--- config.mk ---
export PLATFORM = sky130hd
export DESIGN_NAME = btn_pulse_gen
export DESIGN_NICKNAME = d
export VERILOG_FILES = /design/src/rtl/btn_pkg.sv /design/src/rtl/btn_chan.sv /design/src/rtl/btn_pulse_gen.sv
export SDC_FILE = /design/constraint.sdc
export NUM_CORES = 1
export LEC_CHECK = 0
export ABC_AREA = 1
export CAP_MARGIN = 15
export CORE_MARGIN = 2
export CORE_UTILIZATION = 52
export CTS_BUF_LIST = sky130_fd_sc_hd__clkbuf_8
export DETAILED_ROUTE_END_ITERATION = 6
export GPL_ROUTABILITY_DRIVEN = 1
export PLACE_DENSITY = 0.68
export SLEW_MARGIN = 5
export SYNTH_ARGS = -nofsm -noshare
export SYNTH_HDL_FRONTEND = slang
export SYNTH_SLANG_ARGS = --single-unit
--- constraint.sdc ---
create_clock -name Clk100M -period 6 [get_ports Clk100M]
set_input_delay 1.2 -clock Clk100M [delete_from_list [all_inputs] [get_ports Clk100M]]
set_output_delay 1.2 -clock Clk100M [all_outputs]
set_load 0.03 [all_outputs]
--- src/rtl/btn_pkg.sv ---
// ----------------------------------------------------------------------------
// btn_pkg
// Shared types and default timing constants for the pushbutton conditioner.
//   btn_state_t : per-channel press/repeat FSM state
//   DEB_10MS, RPT_DLY_500MS, RPT_PER_100MS : default cycle counts at 100 MHz
//   max_u()     : helper used to size the shared hold counter
// ----------------------------------------------------------------------------
package btn_pkg;

   typedef enum logic [1:0] {
      IDLE      = 2'd0,
      HELD      = 2'd1,
      REPEATING = 2'd2
   } btn_state_t;

   localparam int unsigned DEB_10MS      = 32'd1000000;
   localparam int unsigned RPT_DLY_500MS = 32'd50000000;
   localparam int unsigned RPT_PER_100MS = 32'd10000000;

   function automatic int unsigned max_u(input int unsigned a, input int unsigned b);
      return (a > b) ? a : b;
   endfunction

endpackage

--- src/rtl/btn_chan.sv ---
// ----------------------------------------------------------------------------
// btn_chan
// One pushbutton channel: synchroniser, debounce filter and press/repeat FSM.
// Ports:
//   clk     in  system clock, rising edge
//   rst     in  asynchronous active-high reset
//   btn_raw in  raw asynchronous button level, 1 = pressed
//   rpt_en  in  auto-repeat enable, synchronous to clk
//   level   out debounced level (registered)
//   pulse   out one-cycle strobe on accepted press and on each repeat (registered)
// ----------------------------------------------------------------------------
module btn_chan
   import btn_pkg::*;
#(
   parameter int unsigned SYNC_STAGES     = 2,
   parameter int unsigned DEBOUNCE_CYCLES = DEB_10MS,
   parameter int unsigned REPEAT_DELAY    = RPT_DLY_500MS,
   parameter int unsigned REPEAT_PERIOD   = RPT_PER_100MS
) (
   input  logic clk,
   input  logic rst,
   input  logic btn_raw,
   input  logic rpt_en,
   output logic level,
   output logic pulse
);

   localparam int unsigned DEB_W  = $clog2(DEBOUNCE_CYCLES + 1);
   localparam int unsigned HOLD_W = $clog2(max_u(REPEAT_DELAY, REPEAT_PERIOD) + 1);

   // Last count value before the terminal event; the edge that would make the
   // counter reach the full count is the edge that acts.
   localparam logic [DEB_W-1:0]  DEB_LAST = DEB_W'(DEBOUNCE_CYCLES - 1);
   localparam logic [HOLD_W-1:0] DLY_LAST = HOLD_W'(REPEAT_DELAY - 1);
   localparam logic [HOLD_W-1:0] DLY_SAT  = HOLD_W'(REPEAT_DELAY);
   localparam logic [HOLD_W-1:0] PER_LAST = HOLD_W'(REPEAT_PERIOD - 1);
   localparam logic [HOLD_W-1:0] PER_SAT  = HOLD_W'(REPEAT_PERIOD);

   logic [SYNC_STAGES-1:0] sync_q, sync_d;
   logic                   btn_s;
   logic [DEB_W-1:0]       deb_cnt_q, deb_cnt_d;
   logic                   level_q, level_d;
   btn_state_t             state_q, state_d;
   logic [HOLD_W-1:0]      hold_cnt_q, hold_cnt_d;
   logic                   pulse_q, pulse_d;
   logic                   rise, fall;

   // ---------------------------------------------------------------- sync
   always_comb begin
      sync_d = {sync_q[SYNC_STAGES-2:0], btn_raw};
   end

   assign btn_s = sync_q[SYNC_STAGES-1];

   // ------------------------------------------------------------ debounce
   always_comb begin
      // NOTE: every comb output gets a default first so no path leaves it unassigned (no latch).
      deb_cnt_d = '0;
      level_d   = level_q;
      if (btn_s != level_q) begin
         if (deb_cnt_q == DEB_LAST) begin
            level_d = ~level_q;   // counter clears via the default
         end else begin
            deb_cnt_d = deb_cnt_q + 1'b1;
         end
      end
   end

   // The FSM looks at the level change being registered this edge so that the
   // press pulse lands on the same edge as the level rise.
   assign rise = level_d & ~level_q;
   assign fall = ~level_d & level_q;

   // ------------------------------------------------ FSM: state register
   always_ff @(posedge clk or posedge rst) begin
      if (rst) begin
         sync_q     <= '0;
         deb_cnt_q  <= '0;
         level_q    <= 1'b0;
         state_q    <= IDLE;
         hold_cnt_q <= '0;
         pulse_q    <= 1'b0;
      end else begin
         // NOTE: sequential state uses <= so every flop samples pre-edge values.
         sync_q     <= sync_d;
         deb_cnt_q  <= deb_cnt_d;
         level_q    <= level_d;
         state_q    <= state_d;
         hold_cnt_q <= hold_cnt_d;
         pulse_q    <= pulse_d;
      end
   end

   // ---------------------------------------------- FSM: next-state logic
   always_comb begin
      state_d    = state_q;
      hold_cnt_d = hold_cnt_q;
      if (fall) begin
         state_d    = IDLE;
         hold_cnt_d = '0;
      end else begin
         case (state_q)
            IDLE: begin
               if (rise) begin
                  state_d    = HELD;
                  hold_cnt_d = '0;
               end
            end
            HELD: begin
               if (hold_cnt_q < DLY_LAST) begin
                  hold_cnt_d = hold_cnt_q + 1'b1;
               end else if (rpt_en) begin
                  state_d    = REPEATING;
                  hold_cnt_d = '0;
               end else begin
                  // Park at the delay so a late mask set fires on the next edge.
                  hold_cnt_d = DLY_SAT;
               end
            end
            REPEATING: begin
               if (hold_cnt_q < PER_LAST) begin
                  hold_cnt_d = hold_cnt_q + 1'b1;
               end else if (hold_cnt_q == PER_LAST && rpt_en) begin
                  hold_cnt_d = '0;
               end else begin
                  // Mask was low when the period expired: park here, which
                  // never matches PER_LAST again, so repeats stay off until release.
                  hold_cnt_d = PER_SAT;
               end
            end
            default: begin
               state_d    = IDLE;
               hold_cnt_d = '0;
            end
         endcase
      end
   end

   // -------------------------------------------------- FSM: output logic
   always_comb begin
      pulse_d = 1'b0;
      if (!fall) begin
         case (state_q)
            IDLE:      pulse_d = rise;
            HELD:      pulse_d = (hold_cnt_q >= DLY_LAST) && rpt_en;
            REPEATING: pulse_d = (hold_cnt_q == PER_LAST) && rpt_en;
            default:   pulse_d = 1'b0;
         endcase
      end
   end

   assign level = level_q;
   assign pulse = pulse_q;

endmodule

--- src/rtl/btn_pulse_gen.sv ---
// ----------------------------------------------------------------------------
// btn_pulse_gen
// Multi-channel pushbutton conditioner: N_CH independent btn_chan instances.
// Ports:
//   Clk100M  in  system clock, 100 MHz, rising edge
//   Rst      in  asynchronous active-high reset
//   btn_in   in  [N_CH] raw asynchronous button levels, 1 = pressed
//   rpt_mask in  [N_CH] per-channel auto-repeat enable
//   level    out [N_CH] debounced button levels
//   pulse    out [N_CH] one-cycle press / repeat strobes
// ----------------------------------------------------------------------------
module btn_pulse_gen
   import btn_pkg::*;
#(
   parameter int unsigned N_CH            = 2,
   parameter int unsigned SYNC_STAGES     = 2,
   parameter int unsigned DEBOUNCE_CYCLES = DEB_10MS,
   parameter int unsigned REPEAT_DELAY    = RPT_DLY_500MS,
   parameter int unsigned REPEAT_PERIOD   = RPT_PER_100MS
) (
   input  logic            Clk100M,
   input  logic            Rst,
   input  logic [N_CH-1:0] btn_in,
   input  logic [N_CH-1:0] rpt_mask,
   output logic [N_CH-1:0] level,
   output logic [N_CH-1:0] pulse
);

   for (genvar i = 0; i < N_CH; i++) begin : g_chan
      btn_chan #(
         .SYNC_STAGES     (SYNC_STAGES),
         .DEBOUNCE_CYCLES (DEBOUNCE_CYCLES),
         .REPEAT_DELAY    (REPEAT_DELAY),
         .REPEAT_PERIOD   (REPEAT_PERIOD)
      ) u_chan (
         .clk     (Clk100M),
         .rst     (Rst),
         .btn_raw (btn_in[i]),
         .rpt_en  (rpt_mask[i]),
         .level   (level[i]),
         .pulse   (pulse[i])
      );
   end

endmodule

==> results of run 1 <==
==> where the power goes <==
part	internal, uW	switching (uW)	leakage, uW
clock	156	271	0.0000969
combinational	8.31	24.2	0.00247
sequential	705	3.36	0.00129
total	869	299	0.00386
==> worst register-to-register path, cell delays in order (launching register included) <==
cell and delay (ns):
sky130_fd_sc_hd__dfrtp_1 0.39, sky130_fd_sc_hd__ha_1 0.21, sky130_fd_sc_hd__nand3_2 0.13, sky130_fd_sc_hd__nor3_4 0.26
sky130_fd_sc_hd__nand3_2 0.51, sky130_fd_sc_hd__nand3_4 0.37, sky130_fd_sc_hd__nand2_2 0.08, sky130_fd_sc_hd__inv_2 0.36
sky130_fd_sc_hd__nand3_1 0.15, sky130_fd_sc_hd__nand2_1 0.08
==> synth_stat cells, types with 3 or more instances <==
cell type,number,share of area (%)
sky130_fd_sc_hd__o21ai_1,3,0.20
sky130_fd_sc_hd__nand3b_1,5,0.51
sky130_fd_sc_hd__nor2_2,12,1.0
sky130_fd_sc_hd__nand3_1,104,7.0
sky130_fd_sc_hd__inv_1,126,6.4
sky130_fd_sc_hd__a21oi_1,33,2.2
sky130_fd_sc_hd__nand2_1,401,20
sky130_fd_sc_hd__nor3_1,21,1.4
sky130_fd_sc_hd__a31oi_1,3,0.25
sky130_fd_sc_hd__buf_4,6,0.61
sky130_fd_sc_hd__xor2_1,19,2.2
sky130_fd_sc_hd__inv_2,9,0.46
sky130_fd_sc_hd__clkbuf_1,5,0.25
sky130_fd_sc_hd__nand4_1,22,1.9
sky130_fd_sc_hd__nand3_2,16,2.2
sky130_fd_sc_hd__o21ai_0,14,0.95
sky130_fd_sc_hd__dfrtp_1,104,35
sky130_fd_sc_hd__buf_2,6,0.41
sky130_fd_sc_hd__nand2_2,4,0.34
sky130_fd_sc_hd__buf_6,4,0.61
sky130_fd_sc_hd__nor2_1,167,8.5
sky130_fd_sc_hd__ha_1,14,2.4
sky130_fd_sc_hd__xnor2_1,5,0.59
==> cell type report <==
| class | instances | area (sq um) | area share [%] |
|---|---|---|---|
| repair buffers | 11 | 105 | 1.35 |
| clock buffers | 9 | 124 | 1.60 |
| clock inverters | 7 | 55.1 | 0.709 |
| well taps | 180 | 225 | 2.90 |
| flip-flops and latches | 104 | 2600 | 33.5 |
| multi-input cells | 874 | 4140 | 53.4 |
| inverters | 135 | 509 | 6.56 |
==> worst paths after layout <==
check | to | cells past startpoint
worst max-delay path | level[0] | 1
worst min-delay path | g_chan[1].u_chan.sync_q[1] | 0
worst max register to register | g_chan[1].u_chan.hold_cnt_q[0] | 9
worst min register to register | g_chan[1].u_chan.sync_q[1] | 0
max in group asynchronous | g_chan[1].u_chan.hold_cnt_q[12] | 3
min in group asynchronous | g_chan[1].u_chan.deb_cnt_q[10] | 2
==> cells in the final DEF (no fill, tap or decap), drive strengths merged, types with 4 or more instances in the layout <==
| master | n |
|---|---|
| nand4 | 24 |
| o21ai | 17 |
| xnor2 | 5 |
| inv | 138 |
| nand3 | 121 |
| xor2 | 19 |
| ha | 14 |
| dfrtp | 104 |
| nand2 | 407 |
| a21oi | 34 |
| nand3b | 5 |
| nor3 | 25 |
| clkinv | 4 |
| nor2 | 181 |
| clkbuf | 9 |
| clkdlybuf4s50 | 9 |
==> metal layers <==
metal	vias to the layer above	wire (um)	track usage, %
li1	3574	-	-
met1	3133	8290	33.0
met2	157	7870	41.1
met3	26	739	4.80
met4	0	322	6.75
met5	-	0	0
==> sequential cells by signal, indices dropped and copies added (netlist names) <==
register                  count
g_chan.u_chan.deb_cnt_q      40
g_chan.u_chan.level           2
g_chan.u_chan.hold_cnt_q     52
g_chan.u_chan.pulse           2
g_chan.u_chan.sync_q          4
g_chan.u_chan.state_q         4
==> through the flow <==
| step | instances | total power [uW] |
|---|---|---|
| floorplan | 1135 | 743 |
| finish | 1320 | 1170 |
| global placement | 1304 | 756 |
| CTS | 1320 | 1180 |
| detailed placement | 1304 | 757 |
| global route | 1320 | 1220 |
==> logic make-up (layout without fill, tap and decap cells) <==
family | count (synthesis) | after routing
xor gates and xnor gates | 24 | 24
AOI/OAI and AO/OA | 65 | 65
DFF | 104 | 104
buffers and inverters | 157 | 162
and+or+nand+nor | 771 | 771
adders and majority gates | 14 | 14
==> impl_metrics.csv, run 1 <==
group,metric,value,unit
cts,cts_resized,0,
setup_path,cp_num_buf_inv,1,
cts,cts_setup_buffers,0,
floorplan,start_util,53.4,%
cts,clock-sinks,104,
min_path,worstHoldPathType,"reg2reg",
global_routing,grt_pass1_wl,30.0,mm
detailed_routing,dr_total_vias,6890,
timing,max-slew-margin-rel,44.3,%
setup_path,cp-startpoint,"g_chan[0].u_chan.level",
logic_synthesis,synth_xor_area_share,2.84,%
final_layout,post_route_cells_drive_above_1_share,6.40,%
floorplan,fp.dieH,123,um
power_and_ir_drop,vdd_drop_max,0.0969,mV
timing,setup_viol_count_final,0,
logic_synthesis,synth_top_family_by_area,"simple AND/OR/NAND/NOR gates",
logic_synthesis,ys_seq_area_share,35.1,%
logic_synthesis,yosys.area_share.simple,45.7,%
power_and_ir_drop,power.static_leakage,0.00386,uW
placement,globalplace.congestion,0.906,
cts,cts_root_buf,"sky130_fd_sc_hd__clkbuf_8",
status,status,"completed",
detailed_routing,vias_per_cell,5.22,
global_routing,overflow,0,
setup_path,slowest_delay,0.76,ns
cts,cts.hold.buffers_added,0,
timing,rsz0062_at_grt,"false",
global_routing,grt_antenna_before_repair,0,
setup_path,worst-setup-path-type,"reg2out",
setup_path,cp_top_family,"buffers and inverters",
logic_synthesis,synthesis.instances,1135,
run,maxCapViolations,0,
floorplan,num_rows,43,
floorplan,chipWidth,123,um
final_layout,post_layout_net_count,1155,
setup_path,end_kind,"primary output",
detailed_routing,drt_pre_antenna_iters,5,
detailed_routing,drtAntennaViolNets,0,
power_and_ir_drop,power_density,150,nW/um^2
cts,cts-htree-levels,3,
timing,slew_violations,0,
global_routing,gr-usage-all-layers,24.8,%
floorplan,core_area,13900,sq um
final_layout,num_antenna_cells,0,
logic_synthesis,synthesis.yosys.warnings,0,
setup_path,cp_arrival,1.55,ns
logic_synthesis,synth_compound_area_share,5.03,%
cts,clk_latency,0.39,ns
timing,worst_hold_slack,0.382,ns
cts,max-clock-path-buffers,2,
global_routing,via_count_of_the_first_global_routing_pass,6360,
detailed_routing,detail_route.iter0.violations,639,
timing,worst_pin_slew,0.836,ns
placement,port-buffer-count,9,
setup_path,crit_path_max_fanout,4,
placement,worst_slack_placed,3.13,ns
logic_synthesis,synth_fp_nets,1155,
setup_path,regToRegSetupSlack,3.39,ns
final_layout,area.growth.synth_to_final,4.76,%
logic_synthesis,yosys_register_bits,104,
detailed_routing,routedWlPerCell,13.1,um
global_routing,grt_max_degree,69,
logic_synthesis,yosys.cell_types.count,44,
logic_synthesis,synth-main-ff-cell,"sky130_fd_sc_hd__dfrtp_1",
detailed_routing,drc,0,
min_path,hp-start,"g_chan[1].u_chan.sync_q[0]",
timing,final-hold-violation-count,0,
cts,cts_tree,"built",
logic_synthesis,async_flop_share,100,%
detailed_routing,final_routed_wirelength,17.2,mm
timing,max_freq,0.363,GHz
logic_synthesis,post_synthesis_cell_area,7410,sq um
logic_synthesis,yosys.area_share.adder,2.36,%
timing,period_minus_slack,2.75,ns
cts,clk_pin_slew,0.10,ns
logic_synthesis,synth_edf_count,0,
setup_path,cp_cell_sequence,"clkdlybuf4s50_1",
timing,period_share,45.9,%
floorplan,dieArea,15200,sq um
logic_synthesis,avgSynthCellArea,6.53,sq um
logic_synthesis,yosys-mux-area-fraction,0,%
floorplan,num_io_pins,10,
final_layout,count_of_fill_cells_added_during_filler_insertion,1410,
setup_path,worst_setup_path_start_kind,"register",
placement,place_area,7580,sq um
placement,dpl.hpwl,12.4,mm
final_layout,fin_util,55.9,%
timing,final_clock_skew,0.0128,ns
setup_path,worst_path_max_delay_cell,"sky130_fd_sc_hd__clkdlybuf4s50_1",
final_layout,stdcell_area,7760,sq um
cts,number_of_buffers_inserted_during_clock_tree_synthesis,9,
timing,fin_tns_setup,0,ns
setup_path,worst_ep_required_time,4.80,ns
timing,final.setup.worst_slack,3.25,ns
setup_path,worst_r2r_startpoint,"g_chan[1].u_chan.deb_cnt_q[0]",
(Power assumes the default switching activity.)
==> inputs of run 2 (changes only) <==
- clock period: 6 -> 2.6 ns (I/O delays scaled with it)
==> impl_metrics.csv, run 2 (same netlist as run 1, synthesis figures left out) <==
group,metric,value,unit
detailed_routing,final_routed_wirelength,17.3,mm
global_routing,overflow,0,
timing,fin_tns_setup,0,ns
global_routing,grt_pass1_wl,30.0,mm
final_layout,area.growth.synth_to_final,5.74,%
cts,clk_pin_slew,0.10,ns
setup_path,crit_path_max_fanout,13,
cts,number_of_buffers_inserted_during_clock_tree_synthesis,9,
cts,max-clock-path-buffers,2,
floorplan,num_rows,43,
floorplan,core_area,13900,sq um
timing,final.setup.worst_slack,0.442,ns
global_routing,grt_max_degree,41,
setup_path,worst_path_max_delay_cell,"sky130_fd_sc_hd__dfrtp_1",
timing,slew_violations,0,
setup_path,worst_r2r_startpoint,"g_chan[1].u_chan.hold_cnt_q[0]",
cts,cts-htree-levels,3,
power_and_ir_drop,clock_power_share,37.2,%
setup_path,worst_ep_required_time,2.93,ns
power_and_ir_drop,power_density,349,nW/um^2
setup_path,regToRegEndpoint,"g_chan[1].u_chan.hold_cnt_q[24]",
final_layout,num_antenna_cells,0,
min_path,hold_depth,0,
setup_path,slowest_delay,0.41,ns
cts,cts_root_buf,"sky130_fd_sc_hd__clkbuf_8",
final_layout,layout_commonest_cell,"sky130_fd_sc_hd__nand2_1",
setup_path,worst_r2r_path_depth,12,
power_and_ir_drop,p_comb_share,3.0,%
setup_path,worst-setup-path-type,"reg2reg",
global_routing,grt_antenna_before_repair,0,
min_path,worstHoldPathType,"reg2reg",
cts,cts_setup_buffers,0,
cts,cts_tree,"built",
timing,rsz0062_at_grt,"false",
cts,cts.hold.buffers_added,0,
global_routing,gr-usage-all-layers,24.8,%
power_and_ir_drop,power.static_leakage,0.00389,uW
setup_path,regToRegSetupSlack,0.44,ns
floorplan,fp.dieH,123,um
final_layout,number_of_flip_flops_under_the_largest_register_name,52,
timing,max_freq,0.463,GHz
status,status,"completed",
final_layout,largest_register,"g_chan.u_chan.hold_cnt_q",
power_and_ir_drop,net_switching_power,645,uW
final_layout,post_layout_net_count,1162,
detailed_routing,drt_pre_antenna_iters,5,
setup_path,cp_cell_sequence,"ha_1 -> nand3_1 -> nor2_1 -> a21oi_1 -> nor2_1 -> nor2_2 -> nand2_1 -> nand2_2 -> nand2_1 -> nand2_1 -> nand2_1 -> inv_1",
cts,cts_resized,0,
timing,period_minus_slack,2.16,ns
detailed_routing,routedWlPerCell,13.0,um
setup_path,worst_setup_path_start_kind,"register",
setup_path,cp_num_buf_inv,1,
final_layout,post_route_cells_drive_above_1_share,6.81,%
timing,final_clock_skew,0.0165,ns
power_and_ir_drop,power_frac_seq,59.8,%
run,maxCapViolations,0,
timing,final-hold-violation-count,0,
detailed_routing,drc,0,
timing,worst_hold_slack,0.361,ns
placement,dpl.hpwl,12.9,mm
placement,worst_slack_placed,0.459,ns
setup_path,cp_arrival,2.49,ns
power_and_ir_drop,power_report.internal_total,2090,uW
detailed_routing,drtAntennaViolNets,0,
detailed_routing,dr_total_vias,6953,
final_layout,most-common-layout-cells,"sky130_fd_sc_hd__nand2_1, sky130_fd_sc_hd__nor2_1, sky130_fd_sc_hd__inv_1",
timing,period_share,83.0,%
power_and_ir_drop,netSwitchingFraction,23.6,%
floorplan,chipWidth,123,um
detailed_routing,detail_route.iter0.violations,648,
setup_path,crit_top_cell,"sky130_fd_sc_hd__nand2_1",
floorplan,dieArea,15200,sq um
cts,clock-sinks,104,
timing,worst_pin_slew,0.769,ns
setup_path,cp_top_family,"simple AND/OR/NAND/NOR gates",
floorplan,num_io_pins,10,
final_layout,layout_top_registers,"g_chan.u_chan.hold_cnt_q x52, g_chan.u_chan.deb_cnt_q x40",
timing,max-slew-margin-rel,48.5,%
power_and_ir_drop,p_total,2730,uW
detailed_routing,vias_per_cell,5.24,
placement,globalplace.congestion,0.945,
global_routing,via_count_of_the_first_global_routing_pass,6269,
power_and_ir_drop,vdd_drop_max,0.297,mV
setup_path,end_kind,"register",
floorplan,start_util,53.4,%
min_path,worst_hold_path.endpoint,"g_chan[0].u_chan.sync_q[1]",
timing,setup_viol_count_final,0,
cts,clk_latency,0.39,ns
placement,port-buffer-count,9,
min_path,hp-start,"g_chan[0].u_chan.sync_q[0]",
## run 2: final cells by class
type,instances,area [sq um]
inverter,135,510
fill,1399,6040
clock buffer,9,124
clock inverter,6,61.3
sequential,104,2600
multi-input combinational,874,4140
tap,180,225
timing repair buffer,18,170
## run 2: how the worst max path moves through the flow
stage	from	endpoint	slack, ns	depth (start not counted)
finish	g_chan[1].u_chan.hold_cnt_q[0]	g_chan[1].u_chan.hold_cnt_q[24]	0.44	12
global route	g_chan[0].u_chan.deb_cnt_q[0]	g_chan[0].u_chan.hold_cnt_q[18]	0.19	8
CTS	g_chan[1].u_chan.deb_cnt_q[0]	g_chan[1].u_chan.hold_cnt_q[10]	0.44	9
detailed placement	g_chan[0].u_chan.deb_cnt_q[0]	g_chan[0].u_chan.hold_cnt_q[11]	0.46	8
global placement	g_chan[1].u_chan.hold_cnt_q[0]	g_chan[1].u_chan.hold_cnt_q[24]	0.50	12
floorplan	Rst	g_chan[0].u_chan.deb_cnt_q[0]	0.83	1
## run 2: routing by layer
metal	vias to the layer above	global-route usage, %	wire, um
li1	3592	-	-
met1	3156	34.5	8260
met2	181	39.6	7890
met3	24	4.43	883
met4	0	6.89	266
met5	-	0	0
## run 2: power groups by stage
stage          sequential, uW  clock, uW  combinational [uW]
3_3_place_gp             1670          0                85.4
6_report                 1630       1020                82.8
4_1_cts                  1630       1050                85.8
3_5_place_dp             1670          0                85.6
5_1_grt                  1640       1120                97.2
2_1_floorplan            1660          0                51.8
## run 2: metrics by stage
stage,area [sq um],utilization (%),cells
global route,7840,56.5,1326
global placement,7650,55.1,1311
finish,7840,56.5,1326
floorplan,7410,-,1135
CTS,7840,56.5,1326
detailed placement,7650,55.1,1311
## run 2: worst reg2reg max path: cells and delay by family, from the launching register on
kind	cells	cell delay, ns
AO/OA/AOI/OAI	1	0.13
adder cells (fa/ha/maj)	1	0.23
buffers and inverters	1	0.04
flip-flops	1	0.41
AND/OR/NAND/NOR	9	1.30
==> inputs of run 3 (changes only) <==
- PLACE_DENSITY: 0.68 -> 0.71
- clock period: 2.6 -> 1.8 ns (I/O delays scaled with it)
==> impl_metrics.csv, run 3 (same netlist as run 1, synthesis figures left out) <==
group,metric,value,unit
status,status,"finished, violations left",
status,violations,"setup timing",
final_layout,largest_register,"g_chan.u_chan.hold_cnt_q",
global_routing,grt_pass1_wl,30.6,mm
timing,final.setup.worst_slack,-0.0185,ns
placement,dpl.hpwl,13.3,mm
setup_path,worst_r2r_path_depth,11,
timing,period_share,101,%
global_routing,grt_max_degree,87,
final_layout,most-common-layout-cells,"sky130_fd_sc_hd__nand2_1, sky130_fd_sc_hd__nor2_1, sky130_fd_sc_hd__inv_1",
cts,clock-sinks,104,
min_path,worstHoldPathType,"reg2reg",
final_layout,num_antenna_cells,0,
setup_path,worst_r2r_startpoint,"g_chan[0].u_chan.hold_cnt_q[18]",
final_layout,number_of_flip_flops_under_the_largest_register_name,52,
final_layout,post_route_cells_drive_above_1_share,19.2,%
placement,worst_slack_placed,-0.0474,ns
timing,max-slew-margin-rel,67.9,%
timing,fin_tns_setup,-0.0576,ns
timing,max_freq,0.550,GHz
setup_path,crit_top_cell,"sky130_fd_sc_hd__nand2_1",
detailed_routing,drc,0,
power_and_ir_drop,power.static_leakage,0.00448,uW
timing,rsz0062_at_grt,"true",
cts,number_of_buffers_inserted_during_clock_tree_synthesis,9,
detailed_routing,routedWlPerCell,13.4,um
final_layout,area.growth.synth_to_final,21.4,%
detailed_routing,drtAntennaViolNets,0,
cts,cts-htree-levels,3,
cts,clk_latency,0.40,ns
floorplan,start_util,53.4,%
timing,final-hold-violation-count,0,
global_routing,overflow,0,
cts,cts.hold.buffers_added,0,
setup_path,worst-setup-path-type,"reg2reg",
floorplan,num_io_pins,10,
detailed_routing,drt_pre_antenna_iters,5,
setup_path,cp_cell_sequence,"nand2_1 -> nor2_1 -> a21boi_0 -> buf_4 -> nand4_1 -> buf_4 -> nand2_1 -> nand2_1 -> nand2_1 -> nand2_1 -> nand2_1",
cts,max-clock-path-buffers,2,
timing,worst_hold_slack,0.362,ns
final_layout,fin_util,64.8,%
final_layout,layout_top_registers,"g_chan.u_chan.hold_cnt_q x52, g_chan.u_chan.deb_cnt_q x40",
detailed_routing,vias_per_cell,5.18,
setup_path,crit_path_max_fanout,6,
final_layout,layoutNonFillerInstCount,1423,
cts,cts_root_buf,"sky130_fd_sc_hd__clkbuf_8",
final_layout,layout_commonest_cell,"sky130_fd_sc_hd__nand2_1",
min_path,hold_depth,0,
setup_path,worst_ep_required_time,2.14,ns
final_layout,seqCellArea,2600,sq um
detailed_routing,final_routed_wirelength,19.0,mm
setup_path,cp_arrival,2.15,ns
floorplan,num_rows,43,
power_and_ir_drop,power_density,441,nW/um^2
global_routing,gr-usage-all-layers,25.2,%
global_routing,via_count_of_the_first_global_routing_pass,6647,
timing,slew_violations,0,
floorplan,dieArea,15200,sq um
setup_path,end_kind,"register",
setup_path,slowest_delay,0.46,ns
floorplan,chipWidth,123,um
final_layout,multiInputGateArea,4440,sq um
setup_path,worst_path_max_delay_cell,"sky130_fd_sc_hd__dfrtp_1",
setup_path,worst_setup_path_start_kind,"register",
global_routing,grt_antenna_before_repair,0,
cts,cts_tree,"built",
setup_path,regToRegSetupSlack,-0.02,ns
setup_path,regToRegEndpoint,"g_chan[0].u_chan.state_q[0]",
placement,globalplace.congestion,0.954,
floorplan,fp.dieH,123,um
timing,worst_pin_slew,0.482,ns
power_and_ir_drop,vdd_drop_max,0.394,mV
detailed_routing,detail_route.iter0.violations,682,
min_path,hp-start,"g_chan[1].u_chan.sync_q[0]",
cts,clk_pin_slew,0.10,ns
timing,final_clock_skew,0.0151,ns
placement,dp.cells,1384,
placement,port-buffer-count,9,
floorplan,core_area,13900,sq um
run,maxCapViolations,0,
detailed_routing,dr_total_vias,7375,
timing,setup_viol_count_final,4,
final_layout,count_of_fill_cells_added_during_filler_insertion,1270,
min_path,worst_hold_path.endpoint,"g_chan[1].u_chan.sync_q[1]",
timing,period_minus_slack,1.82,ns
final_layout,post_layout_net_count,1258,
run 3: layout make-up:
type | count | area share (%)
multi-input combinational | 874 | 49.4
sequential | 104 | 29.0
timing repair buffer | 112 | 10.9
inverter | 135 | 5.90
tap | 180 | 2.50
clock buffer | 10 | 1.53
clock inverter | 6 | 0.556
timing repair inverter | 2 | 0.223
run 3: metrics by stage:
step | power [uW] | area [sq um]
floorplan | 2480 | 7410
global placement | 2540 | 8240
detailed placement | 2540 | 8240
CTS | 4000 | 8470
global route | 4130 | 8990
finish | 3970 | 8990
run 3: worst max path at each step:
stage                     cells past startpoint                       startpoint  slack (ns)                               to
after global placement                        9    g_chan[1].u_chan.deb_cnt_q[0]       -0.01   g_chan[1].u_chan.hold_cnt_q[0]
after CTS                                    11  g_chan[1].u_chan.hold_cnt_q[21]      -0.008  g_chan[1].u_chan.hold_cnt_q[15]
final                                        11  g_chan[0].u_chan.hold_cnt_q[18]       -0.02      g_chan[0].u_chan.state_q[0]
after global routing                         10    g_chan[0].u_chan.deb_cnt_q[0]       -0.15   g_chan[0].u_chan.deb_cnt_q[14]
after floorplan                              11    g_chan[0].u_chan.deb_cnt_q[0]        0.14  g_chan[0].u_chan.hold_cnt_q[10]
after detailed placement                      9    g_chan[1].u_chan.deb_cnt_q[0]       -0.05   g_chan[1].u_chan.hold_cnt_q[0]
run 3: repair_timing:
item	4_1_cts	5_1_grt
setup buffers	0	19
pin swaps	1	23
setup endpoints to repair	38	79
gates resized for setup	13	95
gates cloned	0	4
run 3: critical path: cells and delay by family, from the launching register on:
family | cells | cell delay, ns
AND/OR/NAND/NOR | 8 | 0.70
AO/OA/AOI/OAI | 1 | 0.21
buffers and inverters | 2 | 0.38
flip-flops | 1 | 0.46
run 3: metal layers:
metal | GRT usage [%] | wire length, um | vias to the layer above
met5 | 0 | 0 | -
met4 | 4.76 | 167 | 0
met3 | 4.43 | 819 | 16
met2 | 41.8 | 9210 | 163
met1 | 34.8 | 8820 | 3417
li1 | - | - | 3779
run 3: report_power, final:
part	leakage [uW]	switching, uW	total, uW	internal, uW
clock	0.0000952	901	1460	561
combinational	0.00310	90.0	140	50.2
sequential	0.00129	12.9	2360	2350
